`config.mk`:
```
export PLATFORM = sky130hd
export DESIGN_NAME = spi_reg_bank
export DESIGN_NICKNAME = d
export VERILOG_FILES = /design/src/rtl/spi_reg_bank.sv
export SDC_FILE = /design/constraint.sdc
export NUM_CORES = 1
export LEC_CHECK = 0
export ABC_AREA = 1
export BUFFER_PORTS_ARGS = -buffer_cell sky130_fd_sc_hd__buf_2
export CORE_UTILIZATION = 25
export DETAILED_ROUTE_END_ITERATION = 8
export GPL_ROUTABILITY_DRIVEN = 0
export SLEW_MARGIN = 20
export SYNTH_ARGS = -nofsm -noshare
export SYNTH_HDL_FRONTEND = slang
export SYNTH_SLANG_ARGS = --single-unit
```
`constraint.sdc`:
```
create_clock -name clk -period 1.5 [get_ports clk]
set_input_delay 0.225 -clock clk [delete_from_list [all_inputs] [get_ports clk]]
set_output_delay 0.225 -clock clk [all_outputs]
set_load 0.05 [all_outputs]
```
`src/rtl/spi_reg_bank.sv`:
```
// SPI-loaded register bank. SPI writes land in a staging copy and are
// transferred to the active registers together on the frame-end strobe load_new.
module spi_reg_bank #(
    parameter int                          NUM_REGS   = 3,
    parameter int                          REG_W      = 6,
    parameter int                          ADDR_W     = 2,
    parameter logic [NUM_REGS*REG_W-1:0]   RESET_VALS = '0
) (
    input  logic                      clk,
    input  logic                      reset,
    input  logic                      i_sclk,
    input  logic                      i_mosi,
    input  logic                      i_ss_n,
    input  logic                      load_new,
    output logic [NUM_REGS*REG_W-1:0] o_regs,
    output logic [NUM_REGS-1:0]       o_pending,
    output logic                      o_err
);

    localparam int FRAME_LEN = ADDR_W + REG_W;
    localparam int CNT_W     = $clog2(FRAME_LEN + 2);
    localparam logic [CNT_W-1:0] C_FULL = CNT_W'(FRAME_LEN);
    localparam logic [CNT_W-1:0] C_SAT  = CNT_W'(FRAME_LEN + 1);

    typedef enum logic [1:0] {
        S_IDLE  = 2'd0,
        S_SHIFT = 2'd1,
        S_CHECK = 2'd2
    } state_t;

    state_t                 r_state;
    state_t                 w_state_next;

    logic                   r_sclk_s1, r_sclk_s2, r_sclk_s3;
    logic                   r_mosi_s1, r_mosi_s2;
    logic                   r_ss_s1, r_ss_s2, r_ss_s3;
    logic [CNT_W-1:0]       r_cnt;
    logic [FRAME_LEN-1:0]   r_shift;

    logic                   w_sclk_rise;
    logic                   w_ss_fall;
    logic [ADDR_W-1:0]      w_addr;
    logic [REG_W-1:0]       w_data;
    logic                   w_accept;
    logic                   w_reject;

    // Synchronisers reset to 0 so a select held low across reset never looks like a new falling edge.
    always_ff @(posedge clk) begin
        if (reset) begin
            r_sclk_s1 <= 1'b0;
            r_sclk_s2 <= 1'b0;
            r_sclk_s3 <= 1'b0;
            r_mosi_s1 <= 1'b0;
            r_mosi_s2 <= 1'b0;
            r_ss_s1   <= 1'b0;
            r_ss_s2   <= 1'b0;
            r_ss_s3   <= 1'b0;
        end else begin
            r_sclk_s1 <= i_sclk;
            r_sclk_s2 <= r_sclk_s1;
            r_sclk_s3 <= r_sclk_s2;
            r_mosi_s1 <= i_mosi;
            r_mosi_s2 <= r_mosi_s1;
            r_ss_s1   <= i_ss_n;
            r_ss_s2   <= r_ss_s1;
            r_ss_s3   <= r_ss_s2;
        end
    end

    assign w_sclk_rise = r_sclk_s2 & ~r_sclk_s3;
    assign w_ss_fall   = r_ss_s3 & ~r_ss_s2;

    always_ff @(posedge clk) begin
        if (reset) begin
            r_state <= S_IDLE;
        end else begin
            r_state <= w_state_next;
        end
    end

    always_comb begin
        w_state_next = r_state;
        case (r_state)
            S_IDLE:  if (w_ss_fall) w_state_next = S_SHIFT;
            S_SHIFT: if (r_ss_s2)   w_state_next = S_CHECK;
            S_CHECK: w_state_next = S_IDLE;
            default: w_state_next = S_IDLE;
        endcase
    end

    // Bit counter saturates one past a full frame so overlong frames stay distinguishable.
    always_ff @(posedge clk) begin
        if (reset) begin
            r_cnt   <= '0;
            r_shift <= '0;
        end else if (r_state == S_IDLE && w_ss_fall) begin
            r_cnt   <= '0;
            r_shift <= '0;
        end else if (r_state == S_SHIFT && w_sclk_rise) begin
            r_shift <= {r_shift[FRAME_LEN-2:0], r_mosi_s2};
            if (r_cnt != C_SAT) begin
                r_cnt <= r_cnt + 1'b1;
            end
        end
    end

    assign w_addr   = r_shift[FRAME_LEN-1 -: ADDR_W];
    assign w_data   = r_shift[REG_W-1:0];
    assign w_accept = (r_state == S_CHECK) && (r_cnt == C_FULL) && (32'(w_addr) < NUM_REGS);
    assign w_reject = (r_state == S_CHECK) && !w_accept;
    assign o_err    = w_reject;

    genvar gi;
    generate
        for (gi = 0; gi < NUM_REGS; gi++) begin : g_reg
            logic [REG_W-1:0] r_active;
            logic [REG_W-1:0] r_staged;
            logic             r_pending;
            logic             w_hit;

            assign w_hit = w_accept && (w_addr == ADDR_W'(gi));

            // A write accepted on the load_new edge is staged after the old value moves,
            // so it stays pending for the next strobe.
            always_ff @(posedge clk) begin
                if (reset) begin
                    r_active  <= RESET_VALS[gi*REG_W +: REG_W];
                    r_staged  <= RESET_VALS[gi*REG_W +: REG_W];
                    r_pending <= 1'b0;
                end else begin
                    if (load_new && r_pending) begin
                        r_active  <= r_staged;
                        r_pending <= 1'b0;
                    end
                    if (w_hit) begin
                        r_staged  <= w_data;
                        r_pending <= 1'b1;
                    end
                end
            end

            assign o_regs[gi*REG_W +: REG_W] = r_active;
            assign o_pending[gi]             = r_pending;
        end
    endgenerate

endmodule

```
==> results of run 1 <==
==> state kept, by name (all words and copies together), names as in the netlist <==
register,cells
r_shift,8
g.r_pending,3
r_cnt,4
r_sclk_s2,1
r_ss_s1,1
r_state,2
g.r_staged,18
r_ss_s2,1
r_sclk_s1,1
r_mosi_s2,1
r_ss_s3,1
r_sclk_s3,1
g.r_active,18
r_mosi_s1,1
==> logic make-up after synthesis <==
group,synth area share
AOI/OAI and AO/OA,0.111
adders and majority gates,0.0152
buffers and inverters,0.136
DFF,0.493
and+or+nand+nor,0.245
==> where the power goes <==
part	internal, mW	leakage, nW	switching (mW)	total [mW]
sequential	1.63	0.495	0.00313	1.63
clock	0.763	0.0923	0.641	1.40
combinational	0.0239	0.750	0.0490	0.0729
==> routing by layer <==
metal | GRT usage | up-vias | wire length [um]
li1 | - | 1122 | -
met1 | 0.128 | 897 | 2510
met2 | 0.169 | 42 | 2170
met3 | 0.0428 | 9 | 221
met4 | 0.0368 | 0 | 62
met5 | 0 | - | 0
==> metrics by stage <==
stage               std cells  setup WS (ps)  TNS [ps]
global route              509          -75.5      -140
finish                    509          -22.2     -22.2
detailed placement        489           81.6         0
floorplan                 340           11.0         0
CTS                       507          -60.0     -60.0
global placement          489            127         0
==> placed cells by master, fill, tap and decap left out, types with 5 or more instances in the layout <==
cell type	instances
buf_4	10
buf_2	26
o21ai_0	16
nand2_2	5
nand2_1	72
dfxtp_1	57
nand4_1	20
inv_2	6
inv_1	60
a21oi_1	34
clkbuf_8	9
nor2_1	30
==> final cells by class <==
type / instances / area (um2) / area share
repair buffers: 40 / 282 / 0.0910
clock buffers: 10 / 128 / 0.0412
well taps: 129 / 161 / 0.0522
flip-flops and latches: 61 / 1230 / 0.396
multi-input cells: 196 / 982 / 0.317
clock inverters: 6 / 63.8 / 0.0206
inverters: 67 / 251 / 0.0813
==> tightest hold or removal path: stages <==
cell	delay, ps
buf_2	70
inv_1	30
nor2_1	60
==> what timing repair did <==
| item | 4_1_cts | 5_1_grt |
|---|---|---|
| hold buffers | 0 | 0 |
| gates resized for setup | 6 | 8 |
| cloned | 0 | 1 |
| setup buffers | 2 | 1 |
| endpoints found under the setup margin | 1 | 19 |
| pin swaps | 1 | 2 |
==> worst max-delay path by stage <==
stage | endpoint | slack, ps | depth (start not counted)
4_1_cts | o_err | -60 | 6
5_1_grt | o_err | -80 | 6
2_1_floorplan | o_err | 10 | 7
3_3_place_gp | g_reg[2].r_staged[2] | 130 | 9
3_5_place_dp | g_reg[2].r_staged[3] | 80 | 9
6_report | o_err | -20 | 6
==> flow_summary.json, run 1 <==
{
  "status": "finished with violations",
  "violations": "setup timing",
  "synth_edf_count": 0,
  "worstPathMaxFanout": 2,
  "cp-start-kind": "register",
  "dieArea_um2": 10300,
  "coreArea_um2": 9420,
  "clk_pin_slew_ps": 60,
  "cp_num_buf_inv": 3,
  "synthTopCellsByCount": "nand2_1 (77), inv_1 (63), dfxtp_1 (61), a21oi_1 (35), nor2_1 (30)",
  "holdWs_ps": 87.3,
  "power.leakage_nw": 1.34,
  "synth.area.top_cells": "dfxtp_1 (49%), nand2_1 (12%), inv_1 (9.6%)",
  "grt_usage": 0.106,
  "ios": 28,
  "overflow": 0,
  "synth.yosys.seq_area_share": 0.493,
  "worstSkewPairLatency_ps": 340,
  "cts_max_level": 3,
  "cts_buffers": 9,
  "numPortBuffers": 27,
  "criticalPathCategory": "reg -> out",
  "ys_warn_count": 0,
  "r2r_start": "r_cnt[0]",
  "grt_antenna_before_repair": 0,
  "p_per_area_nw_per_um2": 1000,
  "hold_path_end": "r_mosi_s1",
  "clock-sinks": 61,
  "async_reset_ff_frac": 0,
  "worst_slew_pin_slew_ps": 433,
  "hold_start": "i_mosi",
  "crit_required_ps": 1270,
  "fill_cells": 1013,
  "synth.most_common_cell": "nand2_1",
  "synth-seq-cells": 61,
  "cts-root-buf": "clkbuf_8",
  "ys_types": 20,
  "utilization": 0.329,
  "fin_ws_ps": -22.2,
  "synth-main-ff-cell": "dfxtp_1",
  "startpoint": "r_cnt[1]",
  "die_h_um": 102,
  "ant_nets": 0,
  "synth_area_leader_cell": "dfxtp_1",
  "row_count": 35,
  "avgViaCountPerCell": 4.07,
  "via_count": 2070,
  "syn_nets": 349,
  "grt_setup_unrepaired": "yes",
  "final.setup_skew_ps": 11.1,
  "clk_path_buf_depth": 2,
  "first_pass_iters": 4,
  "critical_path.cell_chain": "inv_2 > ha_4 > inv_2 > a21oi_4 > a21oi_4 > buf_6",
  "routedWlPerCell_um": 9.76,
  "drt-initial-drc-count": 92,
  "r2r-end": "g_reg[2].r_staged[0]",
  "post-route-min-period_ps": 1520,
  "grt_max_degree": 37,
  "report.final.slew_viol_count": 0,
  "place_area_um2": 2800,
  "cts_tree": "built",
  "post-route-period-util": 1.01,
  "synth_top_area_frac": 0.493,
  "crit_family": "flip-flops",
  "die_w_um": 102,
  "peakVddDrop_uv": 426,
  "hold_viol_final": 0,
  "cp.arrival_ps": 1300,
  "end_kind": "primary output",
  "synth_area_um2": 2480,
  "dpl.hpwl_mm": 3.37,
  "fmax_mhz": 657,
  "r2r_setup_slack_ps": 90,
  "slew_headroom": 0.711,
  "finalInstanceArea_um2": 3090,
  "max_cap_viol_count": 0,
  "grt_pass1_wl_mm": 8.41,
  "synth_area_per_cell_um2": 7.28,
  "start_util": 0.263,
  "route.detailed.drc": 0,
  "whs_path_depth": 3,
  "drive_gt1_frac": 0.211,
  "netlist_instances": 340,
  "p_total_mw": 3.11,
  "hold_path.class": "in -> reg",
  "critPathMaxStageDelay_ps": 340,
  "nets": 384,
  "r2r_cells": 10,
  "routed_wl_mm": 4.97,
  "syn_to_final_growth_pct": 25.0,
  "slowest_stage": "dfxtp_2",
  "diodes": 0,
  "grt_pass1_vias": 1895,
  "setup_violations": 1
}
(Power assumes the default switching activity.)
==> run 2: changes to the inputs <==
--- a/config.mk
+++ b/config.mk
@@ -10,6 +10,7 @@
 export CORE_UTILIZATION = 25
 export DETAILED_ROUTE_END_ITERATION = 8
 export GPL_ROUTABILITY_DRIVEN = 0
+export REMOVE_ABC_BUFFERS = 1
 export SLEW_MARGIN = 20
 export SYNTH_ARGS = -nofsm -noshare
 export SYNTH_HDL_FRONTEND = slang
==> run 2 against run 1 <==
Effect of this change: the flow still finishes with violations (setup timing); clock skew decreased by 1.5 ps; largest power group unchanged; first-iteration DRC count decreased by 27%; register-to-register slack got worse by 50 ps; sequential power about the same; hold slack about the same; global-route usage about the same; routed wire length decreased by 2.2%; total power decreased by 5.2%; die area unchanged; clock power decreased by 11%; fmax decreased by 0.37%.
==> flow_summary.json, run 2 (synthesis results as in run 1) <==
{
  "p_comb_frac": 0.023,
  "holdWs_ps": 87.3,
  "route.detailed.drc": 0,
  "r2r_setup_slack_ps": 40,
  "grt_max_degree": 37,
  "reg_top3": "g.r_active (18), g.r_staged (18), r_shift (8)",
  "layout_common_cells": "nand2_1 (77), inv_1 (60), dfxtp_1 (58)",
  "cp-start-kind": "register",
  "cts-root-buf": "clkbuf_8",
  "die_w_um": 102,
  "switching_share": 0.228,
  "p_per_area_nw_per_um2": 994,
  "utilization": 0.315,
  "drive_gt1_frac": 0.187,
  "switchingPower_uw": 673,
  "grt_busiest_layer": "met2",
  "dieArea_um2": 10300,
  "fmax_mhz": 655,
  "use_met3": 0.0442,
  "worst_slew_pin_slew_ps": 401,
  "grt_setup_unrepaired": "yes",
  "nets": 380,
  "row_count": 35,
  "overflow": 0,
  "end_kind": "primary output",
  "grt_util_met1": 0.134,
  "r2r-end": "g_reg[1].r_staged[1]",
  "dp_slack_ps": 39.3,
  "finalInstanceArea_um2": 2960,
  "grt_antenna_before_repair": 0,
  "diodes": 0,
  "hold_path.class": "in -> reg",
  "use_met2": 0.159,
  "clock-sinks": 61,
  "cts_max_level": 3,
  "grt_pass1_vias": 1887,
  "r2r_cells": 9,
  "fin_ws_ps": -27.9,
  "clk_path_buf_depth": 2,
  "via_count": 2060,
  "violations": "setup timing",
  "post-route-min-period_ps": 1530,
  "layout_commonest_cell": "nand2_1",
  "grt_pass1_wl_mm": 8.42,
  "slew_headroom": 0.732,
  "cts_buffers": 9,
  "worstPathMaxFanout": 2,
  "routed_wl_mm": 4.86,
  "clockPowerShare": 0.422,
  "cp.arrival_ps": 1300,
  "final.setup_skew_ps": 9.65,
  "r2r_start": "r_cnt[0]",
  "whs_path_depth": 3,
  "power.leakage_nw": 1.29,
  "first_pass_iters": 4,
  "ios": 28,
  "grt_usage": 0.106,
  "setup_violations": 1,
  "numPortBuffers": 27,
  "die_h_um": 102,
  "coreArea_um2": 9420,
  "cts_tree": "built",
  "syn_to_final_growth_pct": 19.7,
  "hold_start": "i_mosi",
  "p_total_mw": 2.95,
  "dpl.hpwl_mm": 3.25,
  "max_cap_viol_count": 0,
  "peakVddDrop_uv": 429,
  "worstSkewPairLatency_ps": 340,
  "intPower_mw": 2.27,
  "setup_tns_ps": -27.9,
  "report.final.slew_viol_count": 0,
  "seqPwrFrac": 0.554,
  "dpl.cell_count": 488,
  "crit_required_ps": 1270,
  "avgViaCountPerCell": 4.09,
  "hold_viol_final": 0,
  "finalNonFillerCells": 504,
  "hold_path_end": "r_mosi_s1",
  "start_util": 0.263,
  "routedWlPerCell_um": 9.64,
  "drt-initial-drc-count": 67,
  "post-route-period-util": 1.02,
  "hold_buffers": 0,
  "place_area_um2": 2760,
  "clk_pin_slew_ps": 70,
  "criticalPathCategory": "reg -> out",
  "ant_nets": 0,
  "status": "finished with violations"
}
[run 2: layout make-up]
type,count,area [um2]
Tap cell,129,161
Clock buffer,10,138
Clock inverter,5,27.5
Sequential cell,61,1220
Fill cell,1028,6450
Multi-Input combinational cell,196,940
Timing Repair Buffer,36,221
Inverter,67,251
[run 2: critical path: stages (launching register included)]
cell and delay, ps:
dfxtp_2 340, inv_2 50, ha_4 150, inv_2 40
a21oi_2 40, a21oi_2 170, buf_6 180
[run 2: what timing repair did]
item                       CTS  global route
gates cloned                 0             0
pin swaps                    1             0
buffers inserted             1             0
gates resized for setup     12             0
setup endpoints to repair    2            17
[run 2: worst max-delay path by stage]
stage | slack (ps) | to | start
after floorplan | -390 | o_err | r_cnt[0]
after global placement | 100 | o_err | r_cnt[0]
after detailed placement | 40 | g_reg[0].r_staged[5] | r_cnt[1]
after CTS | -40 | o_err | r_cnt[1]
after global routing | -100 | o_err | r_cnt[0]
final | -30 | o_err | r_cnt[1]
[run 2: power by group through the flow]
stage / clock network (mW) / logic (mW) / registers, mW
CTS: 1.29 / 0.0705 / 1.63
global placement: 0 / 0.0696 / 1.67
global route: 1.37 / 0.0812 / 1.63
floorplan: 0 / 0.0398 / 1.67
detailed placement: 0 / 0.0699 / 1.67
finish: 1.24 / 0.0692 / 1.63
[run 2: routing by layer]
layer	up-vias	part of all wire	wire length, um
li1	1110	-	-
met1	917	0.51	2500
met2	28	0.43	2100
met3	5	0.042	202
met4	0	0.011	52
met5	-	0	0
==> run 3: changes to the inputs <==
==> constraint.sdc (replaced) <==
create_clock -name clk -period 1.5 [get_ports clk]
set_input_delay 0.225 -clock clk [delete_from_list [all_inputs] [get_ports clk]]
set_output_delay 0.225 -clock clk [all_outputs]
set_load 0.02 [all_outputs]
==> run 3 against run 2 <==
Effect of this change: the run now ends clean; critical path depth unchanged; sequential cell count did not move; global-route usage about the same; count of clock-buffer cells in the layout rose by 1; clock skew hardly changed; sequential share of layout area down 0.90 points; total power up 8.7%; cell count up 0.40%; clock power is 21% higher; combinational power increased by 4.2%; critical endpoint unchanged.
==> flow_summary.json, run 3 (synthesis results as in run 1) <==
{
  "status": "finished clean",
  "routed_wl_mm": 4.88,
  "setup_violations": 0,
  "holdWs_ps": 90.2,
  "ios": 28,
  "worst_slew_pin_slew_ps": 407,
  "dpl.hpwl_mm": 3.40,
  "ant_nets": 0,
  "max_cap_viol_count": 0,
  "cts_tree": "built",
  "crit_required_ps": 1270,
  "drive_gt1_frac": 0.191,
  "nets": 381,
  "finalNonFillerCells": 506,
  "cp_common_cell": "inv_2",
  "hold_path.class": "in -> reg",
  "grt_pass1_wl_mm": 8.47,
  "hold_buffers": 0,
  "grt_setup_unrepaired": "yes",
  "syn_to_final_growth_pct": 22.4,
  "via_count": 2074,
  "slew_headroom": 0.728,
  "row_count": 35,
  "clk_path_buf_depth": 2,
  "peakVddDrop_uv": 666,
  "critPathMaxStageDelay_ps": 330,
  "fmax_mhz": 667,
  "slowest_stage": "dfxtp_2",
  "report.final.slew_viol_count": 0,
  "hold_viol_final": 0,
  "routedWlPerCell_um": 9.65,
  "final.setup_skew_ps": 9.57,
  "diodes": 0,
  "die_w_um": 102,
  "worstSkewPairLatency_ps": 340,
  "grt_antenna_before_repair": 0,
  "cp.arrival_ps": 1270,
  "first_pass_iters": 6,
  "grt_max_degree": 37,
  "post-route-period-util": 1.00,
  "power.leakage_nw": 1.33,
  "cts-root-buf": "clkbuf_8",
  "critical_path.cell_chain": "inv_2 > ha_4 > inv_2 > a21oi_4 > a21oi_2 > buf_6",
  "avgViaCountPerCell": 4.10,
  "cts_max_level": 3,
  "layout_commonest_cell": "nand2_1",
  "grt_usage": 0.106,
  "coreArea_um2": 9420,
  "p_total_mw": 3.20,
  "cp-start-kind": "register",
  "p_per_area_nw_per_um2": 1060,
  "layout_common_cells": "nand2_1 (77), inv_1 (60), dfxtp_1 (58)",
  "dpl.cell_count": 487,
  "criticalPathCategory": "reg -> out",
  "start_util": 0.263,
  "clk_pin_slew_ps": 70,
  "grt_pass1_vias": 1887,
  "drt-initial-drc-count": 114,
  "dieArea_um2": 10300,
  "cts_buffers": 9,
  "reg_top3": "g.r_active (18), g.r_staged (18), r_shift (8)",
  "post-route-min-period_ps": 1500,
  "route.detailed.drc": 0,
  "clock-sinks": 61,
  "numPortBuffers": 27,
  "overflow": 0,
  "fill_cells": 1016,
  "worstPathMaxFanout": 2,
  "end_kind": "primary output",
  "die_h_um": 102
}
## run 3: changes by cell type in the layout (fill, tap and decap cells not counted), sizes merged
cell and delta:
bufinv +1, buf +1, inv +1, clkinv -1, clkbuf +1, clkinvlp -1
## run 3: metal layers
metal,wire length [um],GRT usage,vias up
li1,-,-,1115
met3,236,0.0476,2
met4,19,0.0334,0
met5,0,0,-
met1,2460,0.132,918
met2,2170,0.164,39
## run 3: final cells by class
cell class	count	area [um2]	share of cell area
Timing Repair Buffer	37	229	0.0756
Clock buffer	11	151	0.0500
Multi-Input combinational cell	196	955	0.315
Clock inverter	5	57.6	0.0190
Tap cell	129	161	0.0533
Sequential cell	61	1220	0.404
Inverter	67	251	0.0830
## run 3: path summary, 6_finish.rpt
kind              startpoint              endpoint  slack (ps)  cells after the start
setup / recovery    r_cnt[1]                 o_err         0.2                      6
hold / removal        i_ss_n               r_ss_s1          90                      3
setup reg to reg    r_cnt[0]  g_reg[2].r_staged[1]         160                      9
hold reg to reg      r_ss_s1               r_ss_s2         400                      2
## run 3: power breakdown
part | internal [mW] | switching, mW | total, mW
combinational | 0.0230 | 0.0491 | 0.0721
sequential | 1.63 | 0.00295 | 1.63
clock | 0.860 | 0.638 | 1.50
## run 3: critical path: cells and delay by family, from the launching register on
kind | cells | cell delay (ps)
adders and majority gates | 1 | 150
DFF | 1 | 330
buffers and inverters | 3 | 250
AOI/OAI and AO/OA | 2 | 210
## run 3: repair_timing
item / CTS / global route
setup endpoints to repair: 6 / 9
setup buffers: 3 / 0
gates resized for setup: 11 / 3
pin swaps: 2 / 0
## run 3: stage by stage
stage                      util  setup WS [ps]  TNS [ps]  area [um2]
final                     0.322          0.157         0        3030
after global routing      0.322          -80.5     -81.7        3030
after CTS                 0.320          -26.9     -26.9        3020
after detailed placement  0.292          -5.09     -5.09        2750
after global placement    0.292            111         0        2750
after floorplan               -           -193     -2750        2390
